<file path="config.mk">
export PLATFORM = sky130hd
export DESIGN_NAME = core_ifu_flat
export DESIGN_NICKNAME = d
export VERILOG_FILES = /design/src/rtl/core_ifu_if.sv /design/src/rtl/core_ifu.sv /design/src/flat_wrapper.sv
export SDC_FILE = /design/constraint.sdc
export NUM_CORES = 1
export LEC_CHECK = 0
export ABC_AREA = 1
export BUFFER_PORTS_ARGS = -buffer_cell sky130_fd_sc_hd__buf_2
export CORE_MARGIN = 5
export CORE_UTILIZATION = 51
export DETAILED_ROUTE_END_ITERATION = 16
export GPL_ROUTABILITY_DRIVEN = 0
export MAX_ROUTING_LAYER = met4
export PLACE_DENSITY_LB_ADDON = 0.12
export REMOVE_ABC_BUFFERS = 1
export SYNTH_ARGS = -nofsm -noshare
export SYNTH_HDL_FRONTEND = slang
export SYNTH_SLANG_ARGS = --single-unit
</file>
<file path="constraint.sdc">
create_clock -name clk -period 3.8 [get_ports clk]
set_clock_uncertainty 0.2 [all_clocks]
set_input_delay 0.76 -clock clk [delete_from_list [all_inputs] [get_ports clk]]
set_output_delay 0.76 -clock clk [all_outputs]
set_load 0.02 [all_outputs]
</file>
<file path="src/rtl/core_ifu_if.sv">
// Fetch channel between core_ifu (master) and instruction memory (slave).
`timescale 1ns/1ps
interface core_ifu_if;
    // Request transfers when mem_req_valid_out && mem_req_ready_in at a clk edge; a raised valid
    // keeps its address until it transfers unless the IFU redirects. Responses return in request
    // order, at least one cycle after their request transferred, and cannot be back-pressured.
    logic        mem_req_valid_out;
    logic [31:0] mem_req_addr_out;
    logic        mem_req_ready_in;
    logic        mem_rsp_valid_in;
    logic [31:0] mem_rsp_data_in;

    modport master (
        output mem_req_valid_out,
        output mem_req_addr_out,
        input  mem_req_ready_in,
        input  mem_rsp_valid_in,
        input  mem_rsp_data_in
    );

    modport slave (
        input  mem_req_valid_out,
        input  mem_req_addr_out,
        output mem_req_ready_in,
        output mem_rsp_valid_in,
        output mem_rsp_data_in
    );
endinterface

</file>
<file path="src/rtl/core_ifu.sv">
// Instruction fetch unit: PC, credit-limited in-order fetch, prefetch FIFO, redirect drain.
// Define CORE_IFU_RSP_BYPASS_EN to forward a response into an empty FIFO straight to the outputs.
`timescale 1ns/1ps
module core_ifu #(
    parameter logic [31:0] RESET_PC   = 32'h0000_0000,
    parameter int          FIFO_DEPTH = 2
) (
    input  logic        clk,
    input  logic        rst,
    core_ifu_if.master  mem,
    input  logic        jump_en_in,
    input  logic [31:0] jump_addr_in,
    input  logic        hold_en_in,
    output logic        inst_valid_out,
    output logic [31:0] inst_out,
    output logic [31:0] inst_addr_out,
    output logic [1:0]  dbg_state_o
);
    localparam int          PW      = $clog2(FIFO_DEPTH);
    localparam int          CW      = 3;
    localparam logic [CW:0] DEPTH_C = (CW+1)'(FIFO_DEPTH);
    localparam logic [31:0] NOP     = 32'h0000_0013;

    typedef enum logic [1:0] {BOOT = 2'd0, RUN = 2'd1, DRAIN = 2'd2} state_e;

    state_e        state_q, state_d;
    logic [31:0]   pc_q, pc_d;
    logic [CW-1:0] out_q, out_d, disc_q, disc_d, cnt_q, cnt_d;
    logic [PW-1:0] f_rd_q, f_rd_d, f_wr_q, f_wr_d, a_rd_q, a_rd_d, a_wr_q, a_wr_d;
    logic [31:0]   f_addr_q [FIFO_DEPTH];
    logic [31:0]   f_inst_q [FIFO_DEPTH];
    logic [31:0]   aq_q     [FIFO_DEPTH];

    logic        jump, req_hs, rsp_take, push, fifo_deq, byp_out, byp_deq, wr_fifo;
    logic [CW:0] used;

    assign jump     = jump_en_in && (state_q != BOOT);
    assign rsp_take = mem.mem_rsp_valid_in && (out_q != '0);
    assign push     = rsp_take && (state_q == RUN) && (disc_q == '0) && !jump;
    assign fifo_deq = (cnt_q != '0) && !hold_en_in;

    // The slot freed by this cycle's dequeue is already counted as credit, which keeps a
    // one-cycle memory streaming at one word per cycle with only two entries.
    assign used = {1'b0, out_q} + {1'b0, cnt_q} - {{CW{1'b0}}, fifo_deq};
    assign mem.mem_req_valid_out = (state_q == RUN) && (used < DEPTH_C);
    assign mem.mem_req_addr_out  = pc_q;
    assign req_hs = mem.mem_req_valid_out && mem.mem_req_ready_in;

`ifdef CORE_IFU_RSP_BYPASS_EN
    assign byp_out = push && (cnt_q == '0);
`else
    assign byp_out = 1'b0;
`endif
    assign byp_deq = byp_out && !hold_en_in;
    assign wr_fifo = push && !byp_deq;

    assign dbg_state_o = state_q;

    always_comb begin
        inst_valid_out = 1'b0;
        inst_out       = NOP;
        inst_addr_out  = '0;
        if (cnt_q != '0) begin
            inst_valid_out = 1'b1;
            inst_out       = f_inst_q[f_rd_q];
            inst_addr_out  = f_addr_q[f_rd_q];
        end else if (byp_out) begin
            inst_valid_out = 1'b1;
            inst_out       = mem.mem_rsp_data_in;
            inst_addr_out  = aq_q[a_rd_q];
        end
    end

    always_comb begin
        state_d = state_q;
        pc_d    = pc_q;
        disc_d  = disc_q;
        out_d   = out_q + CW'(req_hs) - CW'(rsp_take);
        cnt_d   = cnt_q + CW'(wr_fifo) - CW'(fifo_deq);
        f_rd_d  = f_rd_q + PW'(fifo_deq);
        f_wr_d  = f_wr_q + PW'(wr_fifo);
        a_rd_d  = a_rd_q + PW'(push);
        a_wr_d  = a_wr_q + PW'(req_hs);
        case (state_q)
            BOOT:  state_d = RUN;
            RUN:   if (req_hs) pc_d = pc_q + 32'd4;
            DRAIN: begin
                if (rsp_take && (disc_q != '0)) disc_d = disc_q - CW'(1);
                if (disc_d == '0) state_d = RUN;
            end
            default: state_d = BOOT;
        endcase
        // Everything still in flight after this edge belongs to the abandoned path.
        if (jump) begin
            pc_d    = {jump_addr_in[31:2], 2'b00};
            disc_d  = out_d;
            cnt_d   = '0;
            f_rd_d  = '0;
            f_wr_d  = '0;
            a_rd_d  = '0;
            a_wr_d  = '0;
            state_d = ((out_d != '0) || (state_q == DRAIN)) ? DRAIN : RUN;
        end
    end

    always_ff @(posedge clk) begin
        if (rst) begin
            state_q <= BOOT;
            pc_q    <= RESET_PC;
            out_q   <= '0;
            disc_q  <= '0;
            cnt_q   <= '0;
            f_rd_q  <= '0;
            f_wr_q  <= '0;
            a_rd_q  <= '0;
            a_wr_q  <= '0;
        end else begin
            state_q <= state_d;
            pc_q    <= pc_d;
            out_q   <= out_d;
            disc_q  <= disc_d;
            cnt_q   <= cnt_d;
            f_rd_q  <= f_rd_d;
            f_wr_q  <= f_wr_d;
            a_rd_q  <= a_rd_d;
            a_wr_q  <= a_wr_d;
        end
    end

    always_ff @(posedge clk) begin
        if (req_hs) aq_q[a_wr_q] <= pc_q;
        if (wr_fifo) begin
            f_addr_q[f_wr_q] <= aq_q[a_rd_q];
            f_inst_q[f_wr_q] <= mem.mem_rsp_data_in;
        end
    end
endmodule

</file>
<file path="src/flat_wrapper.sv">
// flat-port wrapper written by rule: the top's interface ports become plain ports
module core_ifu_flat 
#(
    parameter logic [31:0] RESET_PC   = 32'h0000_0000,
    parameter int          FIFO_DEPTH = 2
)
  (clk, rst, jump_en_in, jump_addr_in, hold_en_in, inst_valid_out, inst_out, inst_addr_out, dbg_state_o, mem_mem_req_valid_out, mem_mem_req_addr_out, mem_mem_req_ready_in, mem_mem_rsp_valid_in, mem_mem_rsp_data_in);
  core_ifu_if mem_i ();
  input  logic clk;
  input  logic rst;
  input  logic jump_en_in;
  input  logic [31:0] jump_addr_in;
  input  logic hold_en_in;
  output logic inst_valid_out;
  output logic [31:0] inst_out;
  output logic [31:0] inst_addr_out;
  output logic [1:0] dbg_state_o;
  output wire logic [$bits(mem_i.mem_req_valid_out)-1:0] mem_mem_req_valid_out;
  output wire logic [$bits(mem_i.mem_req_addr_out)-1:0] mem_mem_req_addr_out;
  input wire logic [$bits(mem_i.mem_req_ready_in)-1:0] mem_mem_req_ready_in;
  input wire logic [$bits(mem_i.mem_rsp_valid_in)-1:0] mem_mem_rsp_valid_in;
  input wire logic [$bits(mem_i.mem_rsp_data_in)-1:0] mem_mem_rsp_data_in;
  assign mem_mem_req_valid_out = mem_i.mem_req_valid_out;
  assign mem_mem_req_addr_out = mem_i.mem_req_addr_out;
  assign mem_i.mem_req_ready_in = mem_mem_req_ready_in;
  assign mem_i.mem_rsp_valid_in = mem_mem_rsp_valid_in;
  assign mem_i.mem_rsp_data_in = mem_mem_rsp_data_in;
  core_ifu #(.RESET_PC(RESET_PC), .FIFO_DEPTH(FIFO_DEPTH)) u_core (.clk(clk), .rst(rst), .mem(mem_i), .jump_en_in(jump_en_in), .jump_addr_in(jump_addr_in), .hold_en_in(hold_en_in), .inst_valid_out(inst_valid_out), .inst_out(inst_out), .inst_addr_out(inst_addr_out), .dbg_state_o(dbg_state_o));
endmodule
</file>
# Word-level counts from Yosys, hierarchy flattened
# Memory sizes are Yosys's and may differ from the RTL's. A register that Yosys moved wholly into a read port is not among the register bits.
# Index checks and enable logic that the tools add are counted.
[classes]
mux = 21
n_reduce_logical = 27
add_sub_neg = 12
n_eq_ne = 4
n_lt_le_gt_ge = 1
[ops]
columns = ["op", "n"]
rows = [
  ["$mux 32", 5],
  ["$add 32x3->32 const B", 1],
  ["$mux 3", 4],
  ["$reduce_bool 3->1", 4],
  ["$logic_and 1x1->1", 9],
  ["$mux 1", 8],
  ["$reduce_bool 2->1", 4],
  ["$add 3x1->3", 2],
  ["$logic_not 3->1", 2],
  ["$mux 2", 3],
  ["$pmux 2 s3", 1],
  ["$reduce_and 2->1", 3],
  ["$sub 3x1->3", 2],
  ["$add 1x1->1", 4],
  ["$add 3x3->4", 1],
  ["$lt 4x2->1 const B", 1],
  ["$sub 4x1->4", 1],
  ["$ne 3x1->1 const B", 1],
  ["$sub 3x1->3 const B", 1],
  ["$eq 2x1->1 const B", 1],
  ["$eq 2x2->1 const B", 1],
  ["$logic_not 1->1", 2],
  ["$logic_not 2->1", 1],
  ["$ne 2x1->1 const B", 1],
  ["other kinds (2)", 2],
]
[word_totals]
ramBits = 192
word_cells = 78
regBits = 47
output_inout_bits = 100
input_bits = 70
memories = 3
[memory_table]
columns = ["memory", "words", "word_bits", "rd", "rd_clocked_by_memory_dff", "wr", "line_no", "text"]
rows = [
  ["u_core.aq_q", 2, 32, 1, 1, 1, "core_ifu.sv:32", "logic [31:0] aq_q [FIFO_DEPTH];"],
  ["u_core.f_addr_q", 2, 32, 1, 1, 1, "core_ifu.sv:30", "logic [31:0] f_addr_q [FIFO_DEPTH];"],
  ["u_core.f_inst_q", 2, 32, 1, 1, 1, "core_ifu.sv:31", "logic [31:0] f_inst_q [FIFO_DEPTH];"],
]

# Depth between registers and ports, before layout
# Gate-level depths: netlist (run 1).
[depth]
ltp_word = 12
depth_mapped = 24
mapped_depth_nobuf = 22

# Worst setup path before layout (run 1)
# OpenSTA, ideal clock, no wires.
[synth_path]
path_type = "input-to-reg"
start = "input hold_en_in"
end = "register u_core.state_q[0] (netlist: u_core.dbg_state_o[0])"
t_required_ps = 3530
setup_slack_ps = 88
path_stages = 23
setup_time_ps = 70
n_path_buf = 2
arrival_time_ps = 3441
path_cell_list = "inv_1 nand2_2 nor2_1 inv_1 ha_1 nand2_1 inv_1 nand4_2 nand2_1 nand2_2 nand4_4 buf_6 buf_6 inv_1 ha_1 fa_1 xor2_1 xor2_1 inv_1 nand4_1 a21oi_1 nand2_1 a21oi_1"
[synth_via]
elab_chain_cells = 12
[synth_rtl]
columns = ["element", "line_no", "text"]
rows = [
  ["start, declared", "flat_wrapper.sv:13", "input logic hold_en_in;"],
  ["$logic_not 1->1", "core_ifu.sv:40", "assign fifo_deq = (cnt_q != '0) && !hold_en_in;"],
  ["$logic_and 1x1->1", "core_ifu.sv:40", ""],
  ["$sub 4x1->4", "core_ifu.sv:44", "assign used = {1'b0, out_q} + {1'b0, cnt_q} - {{CW{1'b0}}, fifo_deq};"],
  ["$lt 4x2->1", "core_ifu.sv:45", "assign mem.mem_req_valid_out = (state_q == RUN) && (used < DEPTH_C);"],
  ["$logic_and 1x1->1", "core_ifu.sv:45", ""],
  ["$logic_and 1x1->1", "core_ifu.sv:47", "assign req_hs = mem.mem_req_valid_out && mem.mem_req_ready_in;"],
  ["$add 3x1->3", "core_ifu.sv:78", "out_d = out_q + CW'(req_hs) - CW'(rsp_take);"],
  ["$sub 3x1->3", "core_ifu.sv:78", ""],
  ["$reduce_bool 3->1", "core_ifu.sv:102", "state_d = ((out_d != '0) || (state_q == DRAIN)) ? DRAIN : RUN;"],
  ["$logic_or 1x1->1", "core_ifu.sv:102", ""],
  ["$mux 2", "core_ifu.sv:102", ""],
  ["$mux 2", "core_ifu.sv:94", "if (jump) begin"],
  ["end signal, assigned", "core_ifu.sv:118", "state_q <= state_d;"],
  ["end, declared", "core_ifu.sv:26", "state_e state_q, state_d;"],
]
# Every way passes these cells.
# A chain may end at the register's enable or synchronous reset.

# Final worst setup path (run 1)
[layout_path]
start = "register u_core.cnt_q[1]"
end = "output mem_mem_req_valid_out"
[layout_via]
elab_chain_cells = 5
elab_cells_between_ends = 6
classes_between = "add/sub: 2; order compare: 1; reduce/logical: 3"
[layout_rtl]
columns = ["element", "line_no", "text"]
rows = [
  ["start, declared", "core_ifu.sv:28", "logic [CW-1:0] out_q, out_d, disc_q, disc_d, cnt_q, cnt_d;"],
  ["start signal, assigned", "core_ifu.sv:122", "cnt_q <= cnt_d;"],
  ["branches (longest 2 deep; another with $add 3x3->4)", "-", ""],
  ["$sub 4x1->4 (*)", "core_ifu.sv:44", ""],
  ["$lt 4x2->1 (*)", "core_ifu.sv:45", ""],
  ["$logic_and 1x1->1 (*)", "core_ifu.sv:45", ""],
  ["end, declared", "flat_wrapper.sv:18", "output wire logic [$bits(mem_i.mem_req_valid_out)-1:0] mem_mem_req_valid_out;"],
]
# Every way passes the cells marked *.

==> impl_metrics.json, run 1 <==
{
  "yosys-top-cells-area": "edfxtp_1, nand2_1, dfxtp_1",
  "syn_area_per_cell_um2": 9.12,
  "crit_required_ps": 2840,
  "power.switching_w": 0.00349,
  "start_util": 0.518,
  "die_h_um": 154,
  "track_usage": 0.189,
  "finalHoldViolations": 0,
  "cts_sinks": 229,
  "cp_max_fo": 4,
  "multi_input_area_um2": 3420,
  "maxCapViolCount": 0,
  "regArea_um2": 6430,
  "antenna_found_initial": 0,
  "clock_latency_ps": 510,
  "synthToLayoutAreaGrowth_pct": 17.6,
  "min_path_cells": 1,
  "grt_max_degree": 65,
  "io_pins": 170,
  "critPathLaunchType": "flip-flop",
  "ys_seq_area_frac": 0.611,
  "hold_path_startpoint": "mem_mem_rsp_data_in[31]",
  "hold_buffers": 0,
  "drive_gt1_frac": 0.178,
  "via_per_inst": 4.82,
  "p_seq_frac": 0.401,
  "rows": 52,
  "clock_path_buffers": 3,
  "slew_viol_final": 0,
  "drt_wl_total_um": 22200,
  "h-tree-depth": 1,
  "min_period_ps": 3460,
  "yosysUniqueCellTypes": 39,
  "tightest_slew_ps": 1010,
  "crit_type": "flip-flop to output pin",
  "finalCritPeriodShare": 0.911,
  "drt_iter0_drc": 412,
  "synth_top_area_cell": "edfxtp_1",
  "num-fill-cells": 1758,
  "ys.flop_type": "edfxtp_1",
  "overflow": 0,
  "leakage_nw": 5.77,
  "setup_viol_count_final": 0,
  "max_slew_margin": 0.329,
  "synth_top_area_frac": 0.525,
  "die-area_um2": 23600,
  "post_cts_buffers": 0,
  "ctsResizeCount": 0,
  "p_clk_frac": 0.240,
  "synth_edf_count": 184,
  "r2r_cells": 22,
  "root_buffer": "clkbuf_16",
  "final_antenna_net_count": 0,
  "dpl.cell_count": 1552,
  "die_x_um": 154,
  "insertedDiodeCount": 0,
  "drc_errors": 0,
  "r2r_setup_slack_ps": 440,
  "holdPathEnd": "u_core.f_inst_q[0][31]",
  "powerDensity_nw_per_um2": 728,
  "r2r_start": "u_core.cnt_q[0]",
  "ir_worst_vdd_v": 0.000480,
  "dp_hpwl_um": 14200,
  "io_buffers": 163,
  "internal-power_w": 0.00551,
  "dr_total_vias": 7696,
  "fin_util": 0.609,
  "synth_area_um2": 10500,
  "clk_pin_slew_ps": 60,
  "fin_cells": 1596,
  "core_area_um2": 20300,
  "grt_pass1_vias": 7154,
  "cp.arrival_ps": 2500,
  "swShare": 0.388,
  "wl_per_cell_um": 13.9,
  "grt_pass1_wl_um": 36100,
  "fin_nets": 1395,
  "rsz0062_at_grt": "false",
  "combPwrFrac": 0.359,
  "fmax_mhz": 289,
  "crit_path_end_kind": "output pin",
  "cts_tree": "built",
  "cts_buffers": 24,
  "hp-class": "primary input to flip-flop",
  "async_reset_ff_frac": 0,
  "synth-seq-cells": 229,
  "worstReg2RegEnd": "u_core.dbg_state_o[0]",
  "synthCells": 1153,
  "whs_ps": 244,
  "status": "complete, no violations",
  "ys.warnings.count": 0,
  "detailedRoute.firstPassIterationCount": 5
}
## flip-flops by register name (all words and copies together) (netlist names)
register,flops
u_core.a_rd_q,1
u_core.a_wr_q,1
u_core.aq_q,60
u_core.cnt_q,3
u_core.dbg_state_o,2
u_core.disc_q,3
u_core.f_addr_q,60
u_core.f_inst_q,64
u_core.f_rd_q,1
u_core.f_wr_q,1
u_core.mem.mem_req_addr_out,30
u_core.out_q,3
## cells in the final DEF (no fill, tap or decap), types with 9 or more instances in the layout
| cell | count |
|---|---|
| o21ai_0 | 26 |
| nand2_1 | 475 |
| inv_1 | 118 |
| xor2_1 | 17 |
| edfxtp_1 | 184 |
| nor2_1 | 83 |
| nor3_1 | 12 |
| dfxtp_1 | 44 |
| buf_4 | 9 |
| buf_2 | 163 |
| nand3_1 | 36 |
| a21oi_1 | 37 |
| clkbuf_16 | 25 |
| ha_1 | 12 |
## synth_stat cells (2+ instances only)
master,n
buf_1,7
o21ai_0,26
dfxtp_1,45
nand4_1,5
xor2_1,17
nor2_4,2
nor2_1,83
nand3b_1,7
a21oi_1,37
a31oi_1,4
inv_2,5
nand2_1,476
nor4_1,2
nand2_2,3
nor3_1,12
edfxtp_1,184
ha_1,14
fa_1,3
buf_4,4
inv_1,118
xnor2_1,5
buf_6,2
buf_2,5
o21ai_1,3
clkbuf_1,33
nand3_1,36
nor3_2,3
## worst max path at each step
stage / startpoint / endpoint / slack, ps / depth (start not counted)
2_1_floorplan: u_core.cnt_q[1] / u_core.aq_q[1][10] / -980 / 12
3_3_place_gp: hold_en_in / u_core.dbg_state_o[0] / 100 / 22
3_5_place_dp: hold_en_in / u_core.dbg_state_o[0] / 6 / 22
4_1_cts: u_core.cnt_q[1] / mem_mem_req_valid_out / 310 / 8
5_1_grt: u_core.cnt_q[1] / u_core.dbg_state_o[0] / 130 / 22
6_report: u_core.cnt_q[1] / mem_mem_req_valid_out / 340 / 8
## cells by family after synthesis
group / count (synthesis) / synth area share
and+or+nand+nor: 636 / 0.245
DFF: 229 / 0.611
buffers and inverters: 174 / 0.0656
AOI/OAI and AO/OA: 73 / 0.0359
xor gates and xnor gates: 22 / 0.0183
adders and majority gates: 17 / 0.0224
other: 1 / 0.000357
muxes: 1 / 0.000952
## power by group through the flow
stage               sequential (W)  clock [W]  combinational [W]
floorplan                  0.00375          0            0.00205
CTS                        0.00360    0.00221            0.00328
finish                     0.00361    0.00216            0.00323
global route               0.00366    0.00233            0.00366
detailed placement         0.00365          0            0.00326
global placement           0.00364          0            0.00322
## critical path: stages (launching register included)
cell and delay (ps):
dfxtp_1 410, inv_1 70, ha_1 330, fa_1 430, xor2_1 140, nand2_1 70, nor2_1 200, and3_1 180
buf_2 150
## per-layer routing
metal	vias up	global-route usage	wire, um	share of wire
li1	3993	-	-	-
met1	3457	0.250	9980	0.45
met2	210	0.310	10500	0.48
met3	36	0.0270	1140	0.051
met4	0	0.0496	507	0.023
met5	-	-	0	0
## per-stage QoR
stage | TNS, ps | total power (W) | worst slack (ps) | area, um^2
floorplan | -65830 | 0.00580 | -981 | 10300
global placement | 0 | 0.00686 | 99.4 | 11600
detailed placement | 0 | 0.00691 | 5.78 | 11600
CTS | 0 | 0.00908 | 311 | 12400
global route | 0 | 0.00965 | 132 | 12400
finish | 0 | 0.00900 | 340 | 12400
## layout make-up
cell class	count	area share
sequential	229	0.520
multi-input combinational	753	0.277
timing repair buffer	177	0.0796
clock buffer	33	0.0547
inverter	123	0.0374
tap	270	0.0273
clock inverter	11	0.00456
No activity file was read; power rests on OpenSTA's default activity.
==> run 2: changes to the inputs <==
- CORE_ASPECT_RATIO: not set -> 0.6
==> impl_metrics.json, run 2 (synthesis gave the netlist of run 1 again) <==
{
  "status": "complete, no violations",
  "die_x_um": 195,
  "final_antenna_net_count": 0,
  "power_w": 0.00902,
  "io_buffers": 163,
  "drt_wl_total_um": 24700,
  "overflow": 0,
  "rsz0062_at_grt": "false",
  "clk_pin_slew_ps": 70,
  "grt_pass1_vias": 7388,
  "setup_ws_ps": 241,
  "rows": 40,
  "post_cts_buffers": 0,
  "ctsResizeCount": 0,
  "grt_pass1_wl_um": 38900,
  "regArea_um2": 6430,
  "finalHoldViolations": 0,
  "top_register": "u_core.f_inst_q",
  "clock_path_buffers": 3,
  "top_regs": "u_core.f_inst_q x64, u_core.aq_q x60, u_core.f_addr_q x60",
  "hp-class": "primary input to flip-flop",
  "clock_latency_ps": 500,
  "drc_errors": 0,
  "post-place-ws_ps": 8.87,
  "slew_viol_final": 0,
  "final_cell_area_um2": 12300,
  "crit_required_ps": 2840,
  "layout_commonest_cell": "nand2_1",
  "h-tree-depth": 1,
  "die_h_um": 121,
  "dp_hpwl_um": 16500,
  "insertedDiodeCount": 0,
  "antenna_found_initial": 0,
  "maxCapViolCount": 0,
  "multi_input_area_um2": 3440,
  "wl_per_cell_um": 15.4,
  "max_slew_margin": 0.225,
  "root_buffer": "clkbuf_16",
  "most-common-layout-cells": "nand2_1, edfxtp_1, buf_2, inv_1, nor2_1",
  "cts_tree": "built",
  "fin_cells": 1597,
  "dr_total_vias": 7865,
  "leakage_nw": 5.76,
  "core_area_um2": 20100,
  "io_pins": 170,
  "ir_worst_vdd_v": 0.000443,
  "track_usage": 0.211,
  "drive_gt1_frac": 0.174,
  "cts_sinks": 229,
  "grt_max_degree": 65,
  "slowest_delay_ps": 440,
  "critPathLaunchType": "flip-flop",
  "path_cells": "inv_1 -> ha_1 -> fa_1 -> xor2_1 -> nand2_1 -> nor2_1 -> and3_1 -> buf_2",
  "cp.arrival_ps": 2600,
  "cts_buffers": 22,
  "crit_path_end_kind": "output pin",
  "synthToLayoutAreaGrowth_pct": 17.3,
  "largest_register_ffs": 64,
  "crit_path_top_delay_cell": "dfxtp_1",
  "start_util": 0.523,
  "dpl.cell_count": 1559,
  "whs_ps": 253,
  "drt_iter0_drc": 604,
  "place_area_um2": 11600,
  "crit_type": "flip-flop to output pin",
  "powerDensity_nw_per_um2": 732,
  "setup_viol_count_final": 0,
  "num-fill-cells": 1792,
  "finalCritPeriodShare": 0.937,
  "via_per_inst": 4.92,
  "die-area_um2": 23700,
  "detailedRoute.firstPassIterationCount": 5,
  "tightest_slew_ps": 1160,
  "fmax_mhz": 281,
  "hold_buffers": 0,
  "fin_nets": 1397,
  "cp_max_fo": 4,
  "min_period_ps": 3560
}
==> run 2: final timing paths <==
path                                 to                       startpoint  slack (ps)  depth (start not counted)
setup / recovery  mem_mem_req_valid_out                  u_core.cnt_q[1]         240                          8
hold / removal    u_core.f_inst_q[1][1]           mem_mem_rsp_data_in[1]         250                          1
setup reg to reg  u_core.dbg_state_o[0]                  u_core.cnt_q[1]         400                         22
hold reg to reg      u_core.aq_q[0][30]  u_core.mem.mem_req_addr_out[30]         320                          0
==> run 2: critical path: cells and delay by family, from the launching register on <==
kind	cells	cell delay [ps]
simple gates	3	510
xor+xnor	1	130
buf+inv	2	240
flops	1	440
fa+ha+maj	2	770
==> run 2: through the flow <==
step	setup TNS, ps	utilization
floorplan	-65830	-
finish	0	0.613
detailed placement	0	0.579
global placement	0	0.579
CTS	0	0.613
global route	0	0.613
==> run 2: power breakdown <==
group / switching [W] / total [W] / leakage, nW / internal (W)
combinational: 0.00225 / 0.00329 / 3.39 / 0.00105
sequential: 0.000403 / 0.00362 / 2.04 / 0.00321
clock: 0.000873 / 0.00211 / 0.332 / 0.00124
==> run 2: layer usage <==
layer / vias up / share of wire / track usage
li1: 3989 / - / -
met3: 26 / 0.081 / 0.0416
met4: 0 / 0.013 / 0.0344
met2: 269 / 0.42 / 0.309
met5: - / 0 / -
met1: 3581 / 0.48 / 0.312
==> run 2: cell type report <==
cell class	count	share of cell area
Clock inverter	8	0.00680
Timing Repair Buffer	181	0.0791
Tap cell	273	0.0277
Clock buffer	30	0.0488
Sequential cell	229	0.521
Inverter	123	0.0374
Multi-Input combinational cell	753	0.279
